$ cat config.mk
export PLATFORM = sky130hd
export DESIGN_NAME = controle_hazard_pipeline
export DESIGN_NICKNAME = d
export VERILOG_FILES = /design/src/rtl/pipeline_pkg.sv /design/src/rtl/detector_loaduse.sv /design/src/rtl/controle_hazard_pipeline.sv
export SDC_FILE = /design/constraint.sdc
export NUM_CORES = 1
export LEC_CHECK = 0
export ABC_AREA = 1
export CAP_MARGIN = 20
export CORE_MARGIN = 2
export CORE_UTILIZATION = 45
export DETAILED_ROUTE_END_ITERATION = 16
export PLACE_DENSITY = 0.76
export REMOVE_ABC_BUFFERS = 1
export SLEW_MARGIN = 20
export SYNTH_ARGS = -nofsm -noshare
export SYNTH_HDL_FRONTEND = slang
export SYNTH_HIERARCHICAL = 1
export SYNTH_SLANG_ARGS = --single-unit
$ cat constraint.sdc
create_clock -name clock -period 1.4 [get_ports clock]
set_input_delay 0.14 -clock clock [delete_from_list [all_inputs] [get_ports clock]]
set_output_delay 0.14 -clock clock [all_outputs]
set_load 0.02 [all_outputs]
$ cat src/rtl/pipeline_pkg.sv
// Shared definitions for the 5-stage MIPS pipeline:
// hazard FSM states, register zero and opcode decoding.
package pipeline_pkg;

    typedef enum logic [1:0] {
        RUN      = 2'd0,
        MEM_WAIT = 2'd1,
        FLUSH    = 2'd2
    } hz_state_t;

    localparam logic [4:0] REG_ZERO = 5'd0;

    localparam logic [5:0] OP_RTYPE = 6'h00;
    localparam logic [5:0] OP_J     = 6'h02;
    localparam logic [5:0] OP_BEQ   = 6'h04;
    localparam logic [5:0] OP_LW    = 6'h23;
    localparam logic [5:0] OP_SW    = 6'h2b;

    // rt is a source operand for R-type, beq and sw
    function automatic logic uses_rt(input logic [5:0] op);
        return (op == OP_RTYPE) || (op == OP_BEQ) || (op == OP_SW);
    endfunction

endpackage

$ cat src/rtl/detector_loaduse.sv
// Load-use comparator: a load in ID/EX writes a register
// that the instruction in IF/ID is about to read.
module detector_loaduse
    import pipeline_pkg::*;
(
    input  logic       idexMemRead,
    input  logic [4:0] idexRt,
    input  logic [4:0] ifidRs,
    input  logic [4:0] ifidRt,
    input  logic       ifidUsesRt,
    output logic       loadUse
);

    logic rsHit;
    logic rtHit;

    // register zero is hardwired, so a load to it is harmless
    always_comb begin
        rsHit   = (idexRt == ifidRs);
        rtHit   = ifidUsesRt && (idexRt == ifidRt);
        loadUse = idexMemRead && (idexRt != REG_ZERO) && (rsHit || rtHit);
    end

endmodule

$ cat src/rtl/controle_hazard_pipeline.sv
// Hazard/sequencing controller: load-use stalls, branch
// flushes, memory-wait freezes and event counters.
module controle_hazard_pipeline
    import pipeline_pkg::*;
#(
    parameter int FLUSH_CYCLES = 1,
    parameter int CNT_W        = 16
) (
    input  logic             clock,
    input  logic             reset,
    input  logic             idexMemRead,
    input  logic [4:0]       idexRt,
    input  logic [4:0]       ifidRs,
    input  logic [4:0]       ifidRt,
    input  logic             ifidUsesRt,
    input  logic             branchTaken,
    input  logic             memReq,
    input  logic             memReady,
    output logic             pcWrite,
    output logic             ifidWrite,
    output logic             ifidFlush,
    output logic             ctrl,
    output logic             ctrlDesvio,
    output logic             pipeFreeze,
    output logic [CNT_W-1:0] stallCount,
    output logic [CNT_W-1:0] flushCount
);

    localparam logic [1:0] FLUSH_INIT = 2'(FLUSH_CYCLES - 1);

    hz_state_t  state;
    hz_state_t  stateNext;
    logic [1:0] fcnt;
    logic [1:0] fcntNext;
    logic       loadUse;
    logic       memWait;
    logic       stallInc;
    logic       flushInc;

    detector_loaduse u_lu (
        .idexMemRead (idexMemRead),
        .idexRt      (idexRt),
        .ifidRs      (ifidRs),
        .ifidRt      (ifidRt),
        .ifidUsesRt  (ifidUsesRt),
        .loadUse     (loadUse)
    );

    assign memWait = memReq && !memReady;

    // next state and Mealy outputs: reset > MW > flush > branch > LU
    always_comb begin
        stateNext  = RUN;
        fcntNext   = fcnt;
        pcWrite    = 1'b1;
        ifidWrite  = 1'b1;
        ifidFlush  = 1'b0;
        ctrl       = 1'b0;
        ctrlDesvio = 1'b0;
        pipeFreeze = 1'b0;
        stallInc   = 1'b0;
        flushInc   = 1'b0;
        if (!reset) begin
            pcWrite    = 1'b0;
            ifidWrite  = 1'b0;
            ifidFlush  = 1'b1;
            ctrl       = 1'b1;
            ctrlDesvio = 1'b1;
            fcntNext   = 2'd0;
        end else if (memWait) begin
            pcWrite    = 1'b0;
            ifidWrite  = 1'b0;
            pipeFreeze = 1'b1;
            stallInc   = 1'b1;
            stateNext  = MEM_WAIT;
            fcntNext   = 2'd0;
        end else if (state == FLUSH) begin
            ifidFlush  = 1'b1;
            ctrlDesvio = 1'b1;
            fcntNext   = fcnt - 2'd1;
            if (fcnt > 2'd1) begin
                stateNext = FLUSH;
            end
        end else if (branchTaken) begin
            ifidFlush  = 1'b1;
            ctrlDesvio = 1'b1;
            flushInc   = 1'b1;
            if (FLUSH_CYCLES > 1) begin
                stateNext = FLUSH;
                fcntNext  = FLUSH_INIT;
            end
        end else if (loadUse) begin
            pcWrite   = 1'b0;
            ifidWrite = 1'b0;
            ctrl      = 1'b1;
            stallInc  = 1'b1;
        end
    end

    // state register, flush countdown and event counters
    always_ff @(posedge clock) begin
        if (!reset) begin
            state      <= RUN;
            fcnt       <= 2'd0;
            stallCount <= '0;
            flushCount <= '0;
        end else begin
            state <= stateNext;
            fcnt  <= fcntNext;
            if (stallInc) begin
                stallCount <= stallCount + CNT_W'(1);
            end
            if (flushInc) begin
                flushCount <= flushCount + CNT_W'(1);
            end
        end
    end

endmodule

# After elaboration in Yosys (flattened, before gate mapping)
# Index checks and enable logic that the tools add are counted.
word_totals:
  ff_bits: 36
  output_inout_bits: 38
  elab_cells: 47
  in_bits: 22
op_classes:
  n_addsub: 3
  n_bitwise: 2
  magnitude_cmp: 1
  n_eq_ne: 3
  muxes: 24
  n_reduce_logical: 9
op_table:
  columns: ["cell", "n"]
  rows:
  - ["adder 16 x 1 -> 16 bit, second input constant", 2]
  - ["2-to-1 mux 1 bit", 23]
  - ["equality test 5 bit", 2]
  - ["nonzero test 5 bit", 1]
  - ["logical AND 1 bit", 4]
  - ["OR reduction 3 bit", 1]
  - ["equality test 2 bit, second input constant", 1]
  - ["greater-than comparator 2 x 1 -> 1 bit, second input constant", 1]
  - ["2-to-1 mux 2 bit", 1]
  - ["NOT 1 bit", 2]
  - ["OR reduction 2 bit", 1]
  - ["subtractor 2 x 1 -> 2 bit, second input constant", 1]
  - ["logical NOT 1 bit", 1]
  - ["logical OR 1 bit", 1]

# Logic depth before layout (Yosys ltp)
depth:
  ltp_word: 9
  mapped_depth: 13
  ltp_nobuf: 12

# Modules after synthesis
# The synthesis kept the hierarchy.
modules_own_cells:
  columns: ["module", "area_each_um2", "n_inst", "seq_area_each_um2", "cells_each"]
  rows:
  - ["controle_hazard_pipeline", 1955.6, 1, 720.7, 292]
  - ["detector_loaduse", 206.4, 1, 0.0, 52]

# Worst setup path before layout
# No wires, ideal clock.
synth_timing:
  path_kind: "flip-flop to flip-flop"
  from: "register stallCount[1]"
  to: "register stallCount[10]"
  n_path_buf: 0
  path_slack_ns: 0.020
  arrival_time_ns: 1.260
  required_ns: 1.280
  synth_period_minus_slack_ns: 1.380
  path_stages_with_launch: 9
  setup_ns: 0.120
  path_cell_list: "dfxtp_1 -> ha_1 -> nand2_1 -> inv_1 -> nand2_1 -> nor2_2 -> nand2_1 -> nor2_1 -> nor3_1"
synth_between:
  elab_chain_len: 1
synth_rtl:
  columns: ["item", "line_no", "text"]
  rows:
  - ["start: declaration", "controle_hazard_pipeline.sv:25", "output logic [CNT_W-1:0] stallCount,"]
  - ["start signal: assignment", "controle_hazard_pipeline.sv:111", "stallCount <= stallCount + CNT_W'(1);"]
  - ["adder 16 x 1 -> 16 bit", "controle_hazard_pipeline.sv:111", null]
# No other way between the ends.
# A chain may end at the register's enable or synchronous reset.

# Final worst setup path
layout_timing:
  from: "input ifidRt[2]"
  to: "output ctrl"
layout_between:
  elab_chain_len: 9
layout_rtl:
  columns: ["item", "line_no", "text"]
  rows:
  - ["start: declaration", "controle_hazard_pipeline.sv:14", "input logic [4:0] ifidRt,"]
  - ["equality test 5 bit", "detector_loaduse.sv:20", "rtHit = ifidUsesRt && (idexRt == ifidRt);"]
  - ["logical AND 1 bit", "detector_loaduse.sv:20", null]
  - ["logical OR 1 bit", "detector_loaduse.sv:21", "loadUse = idexMemRead && (idexRt != REG_ZERO) && (rsHit || rtHit);"]
  - ["logical AND 1 bit", "detector_loaduse.sv:21", null]
  - ["named net loadUse", "controle_hazard_pipeline.sv:35", "logic loadUse;"]
  - ["2-to-1 mux 1 bit", "controle_hazard_pipeline.sv:92", "end else if (loadUse) begin"]
  - ["2-to-1 mux 1 bit", "controle_hazard_pipeline.sv:84", "end else if (branchTaken) begin"]
  - ["2-to-1 mux 1 bit", "controle_hazard_pipeline.sv:77", "end else if (state == FLUSH) begin"]
  - ["2-to-1 mux 1 bit", "controle_hazard_pipeline.sv:70", "end else if (memWait) begin"]
  - ["2-to-1 mux 1 bit", "controle_hazard_pipeline.sv:63", "if (!reset) begin"]
  - ["end: declaration", "controle_hazard_pipeline.sv:22", "output logic ctrl,"]
# The timed path passes the listed nets, and every way through them passes these cells.

==> results.sh <==
export IMPL_layout_min_cycle_time_ps=1346
export IMPL_cell_count_after_synthesis=344
export IMPL_yosys_cell_types_count=28
export IMPL_die_h_um=73.32
export IMPL_synthTopCellsByCount="95 x sky130_fd_sc_hd__nand2_1, 54 x sky130_fd_sc_hd__nor2_1, 48 x sky130_fd_sc_hd__inv_1"
export IMPL_grt_overflow_total=0
export IMPL_numPlacedInstances=467
export IMPL_core_rowCount=25
export IMPL_drtPass1Iterations=4
export IMPL_async_flop_share_pct=0
export IMPL_drcViolationCount=0
export IMPL_synth_seq_cells=36
export IMPL_required_ps=1260
export IMPL_layout_area_overhead_vs_synth_pct=46.70
export IMPL_num_fill_cells=422
export IMPL_ys_dominant_reg_cell="sky130_fd_sc_hd__dfxtp_1"
export IMPL_insertedDiodeCount=0
export IMPL_port_buffers=59
export IMPL_maxCapViolations=0
export IMPL_cts_reportedPaths_clkPinSlew_ps=80
export IMPL_timing_hold_ws_ps=326.7
export IMPL_hpwl_um=4043
export IMPL_clock_tree_htree_level_count=2
export IMPL_end_kind="output pin"
export IMPL_chipWidth_um=73.32
export IMPL_worst_r2r_cell_count=9
export IMPL_avgSynthCellArea_um2=6.285
export IMPL_yosys_area_top_type_share_pct=33.33
export IMPL_via_count=2439
export IMPL_worstReg2RegStart="state[0]"
export IMPL_initialDrtViolationCount=137
export IMPL_cts_root_buf="sky130_fd_sc_hd__clkbuf_8"
export IMPL_outcome="finished, final reports clean"
export IMPL_finClkSkew_ps=7.538
export IMPL_final_nets=453
export IMPL_synth_area_leader_cell="sky130_fd_sc_hd__dfxtp_1"
export IMPL_peak_freq_mhz=743.2
export IMPL_cell_types_occupying_the_most_area_after_synthesis="sky130_fd_sc_hd__dfxtp_1 33%, sky130_fd_sc_hd__nand2_1 16%, sky130_fd_sc_hd__nor2_1 9.4%, sky130_fd_sc_hd__inv_1 8.3%, sky130_fd_sc_hd__a21oi_1 4.6%"
export IMPL_worst_setup_path_type="input pin to output pin"
export IMPL_stdcell_area_um2=3172
export IMPL_timing_hold_violations_final=0
export IMPL_hold_path_class="input pin to flop"
export IMPL_cts_made_buffers=5
export IMPL_synthMostInstantiatedCell="sky130_fd_sc_hd__nand2_1"
export IMPL_postPlaceCellArea_um2=2910
export IMPL_worstHoldPathCells=4
export IMPL_avgRoutedWirePerCell_um=11.97
export IMPL_final_worst_path_cycle_share_pct=96.11
export IMPL_routabilityCongestion=0.8464
export IMPL_worst_path_max_fanout=3
export IMPL_clk_path_buf_depth=2
export IMPL_mappedNetlistArea_um2=2162
export IMPL_setup_viol=0
export IMPL_critPathLaunchType="input pin"
export IMPL_worst_ep_arrival_time_ps=1210
export IMPL_startpoint="ifidRt[2]"
export IMPL_start_util_pct=46.08
export IMPL_synth_edff_count=0
export IMPL_yosysSeqAreaShare_pct=33.33
export IMPL_grt_pass1_wl_um=8832
export IMPL_number_of_global_route_vias_before_repair=2150
export IMPL_ioPinCount=60
export IMPL_max_slew_margin_rel_pct=77.78
export IMPL_numClockSinks=36
export IMPL_multiInputGateArea_um2=1321
export IMPL_yosysWarnings=6
export IMPL_grt_start_max_net_pins=16
export IMPL_fin_cells=483
export IMPL_layout_drive_gt1_share_pct=27.51
export IMPL_tightestPinTransition_ps=330.7
export IMPL_clock_insertion_delay_worst_skew_ps=300
export IMPL_routed_wirelength_um=5781
export IMPL_vdd_ir_drop_max_mv=0.5644
export IMPL_finalMaxSlewViolations=0
export IMPL_detail_route_vias_per_cell=5.050
export IMPL_postRouteAntennaNets=0
export IMPL_power_density_cell_area_nw_per_um2=733.5
export IMPL_worstSetupEndpoint="ctrl"
export IMPL_ff_latch_area_um2=725.7
export IMPL_die_area_um2=5375
export IMPL_regToRegEndpoint="stallCount[2]"
export IMPL_cts_tree="built"
export IMPL_design_core_area_um2=4692
export IMPL_setup_tns_ps=0
export IMPL_globalRouteTotalUtil_pct=20.60
export IMPL_reg2reg_slack_ps=80
export IMPL_leakage_nw=1.502
export IMPL_antenna_found_initial=0
==> routing by layer <==
metal | wire length (um) | global-route usage, % | vias up
li1 | - | - | 1244
met1 | 2482 | 24.11 | 1114
met2 | 2945 | 36.74 | 71
met3 | 285 | 5.761 | 10
met4 | 68 | 5.657 | 0
met5 | 0 | 0 | -
==> worst max-delay path, stage by stage <==
cell	delay, ps
sky130_fd_sc_hd__clkbuf_2	100
sky130_fd_sc_hd__inv_1	40
sky130_fd_sc_hd__nand2_1	60
sky130_fd_sc_hd__nand2_1	80
sky130_fd_sc_hd__nor2_2	100
sky130_fd_sc_hd__nand3_2	80
sky130_fd_sc_hd__a21oi_2	160
sky130_fd_sc_hd__nand3_2	140
sky130_fd_sc_hd__a21oi_2	170
sky130_fd_sc_hd__buf_6	130
==> registers in the layout, summed over array words and instances (netlist names) <==
| name | count |
|---|---|
| flushCount | 16 |
| stallCount | 16 |
| fcnt | 2 |
| state | 2 |
==> per-stage QoR <==
| step | utilization (%) | setup WS, ps | power [mW] |
|---|---|---|---|
| detailed placement | 62.03 | -815.0 | 1.374 |
| global placement | 62.03 | -752.3 | 1.369 |
| finish | 67.60 | 54.43 | 2.327 |
| floorplan | - | 9.886 | 1.196 |
| global route | 67.60 | -37.87 | 2.408 |
| CTS | 64.05 | -4.598 | 2.272 |
==> how the worst min path moves through the flow <==
stage	startpoint	end	slack (ps)
floorplan	reset	flushCount[6]	260
global placement	fcnt[1]	state[1]	460
detailed placement	fcnt[1]	state[1]	470
CTS	fcnt[1]	state[1]	480
global route	reset	stallCount[5]	350
finish	reset	stallCount[5]	330
==> layout by cell type (no fill, tap or decap), drive strengths merged, types with 2 or more instances in the layout <==
cell	n
nand2	102
nor2	65
inv	51
buf	38
dfxtp	36
dlygate4sd2	31
a21oi	21
nand3	18
clkbuf	13
o21ai	12
nand4	9
a31oi	5
nor3	5
xor2	3
clkdlybuf4s50	3
dlymetal6s2s	3
ha	3
xnor2	2
clkdlybuf4s15	2
==> what timing repair did <==
item                                    in CTS  in global routing
endpoints found under the setup margin      56                 35
pin swaps                                   13                 29
setup buffers                                0                  7
hold buffers                                 0                  0
resized for setup                          100                 86
cloned                                       0                  1
==> report_power, final <==
part	switching [mW]	total [mW]	internal [mW]	leakage, nW
sequential	0.00632	1.04	1.03	0.292
combinational	0.190	0.358	0.168	1.16
clock	0.403	0.930	0.527	0.0541
total	0.599	2.33	1.73	1.50
==> cell families (layout without fill, tap and decap cells) <==
family / count (synthesis) / count (layout) / share of synthesized area, %
simple gates: 202 / 202 / 41.38
buf+inv: 59 / 144 / 11.52
compound gates: 39 / 39 / 10.01
flops: 36 / 36 / 33.33
xor+xnor: 5 / 5 / 2.026
fa+ha+maj: 3 / 3 / 1.736
==> final cells by class <==
type | count | share of cell area, %
clock inverter | 3 | 1.341
sequential | 36 | 22.88
timing repair buffer | 85 | 23.79
clock buffer | 5 | 2.170
inverter | 51 | 6.036
tap | 54 | 2.130
multi-input combinational | 249 | 41.66
Note: power is estimated with default switching activity, not from simulation.
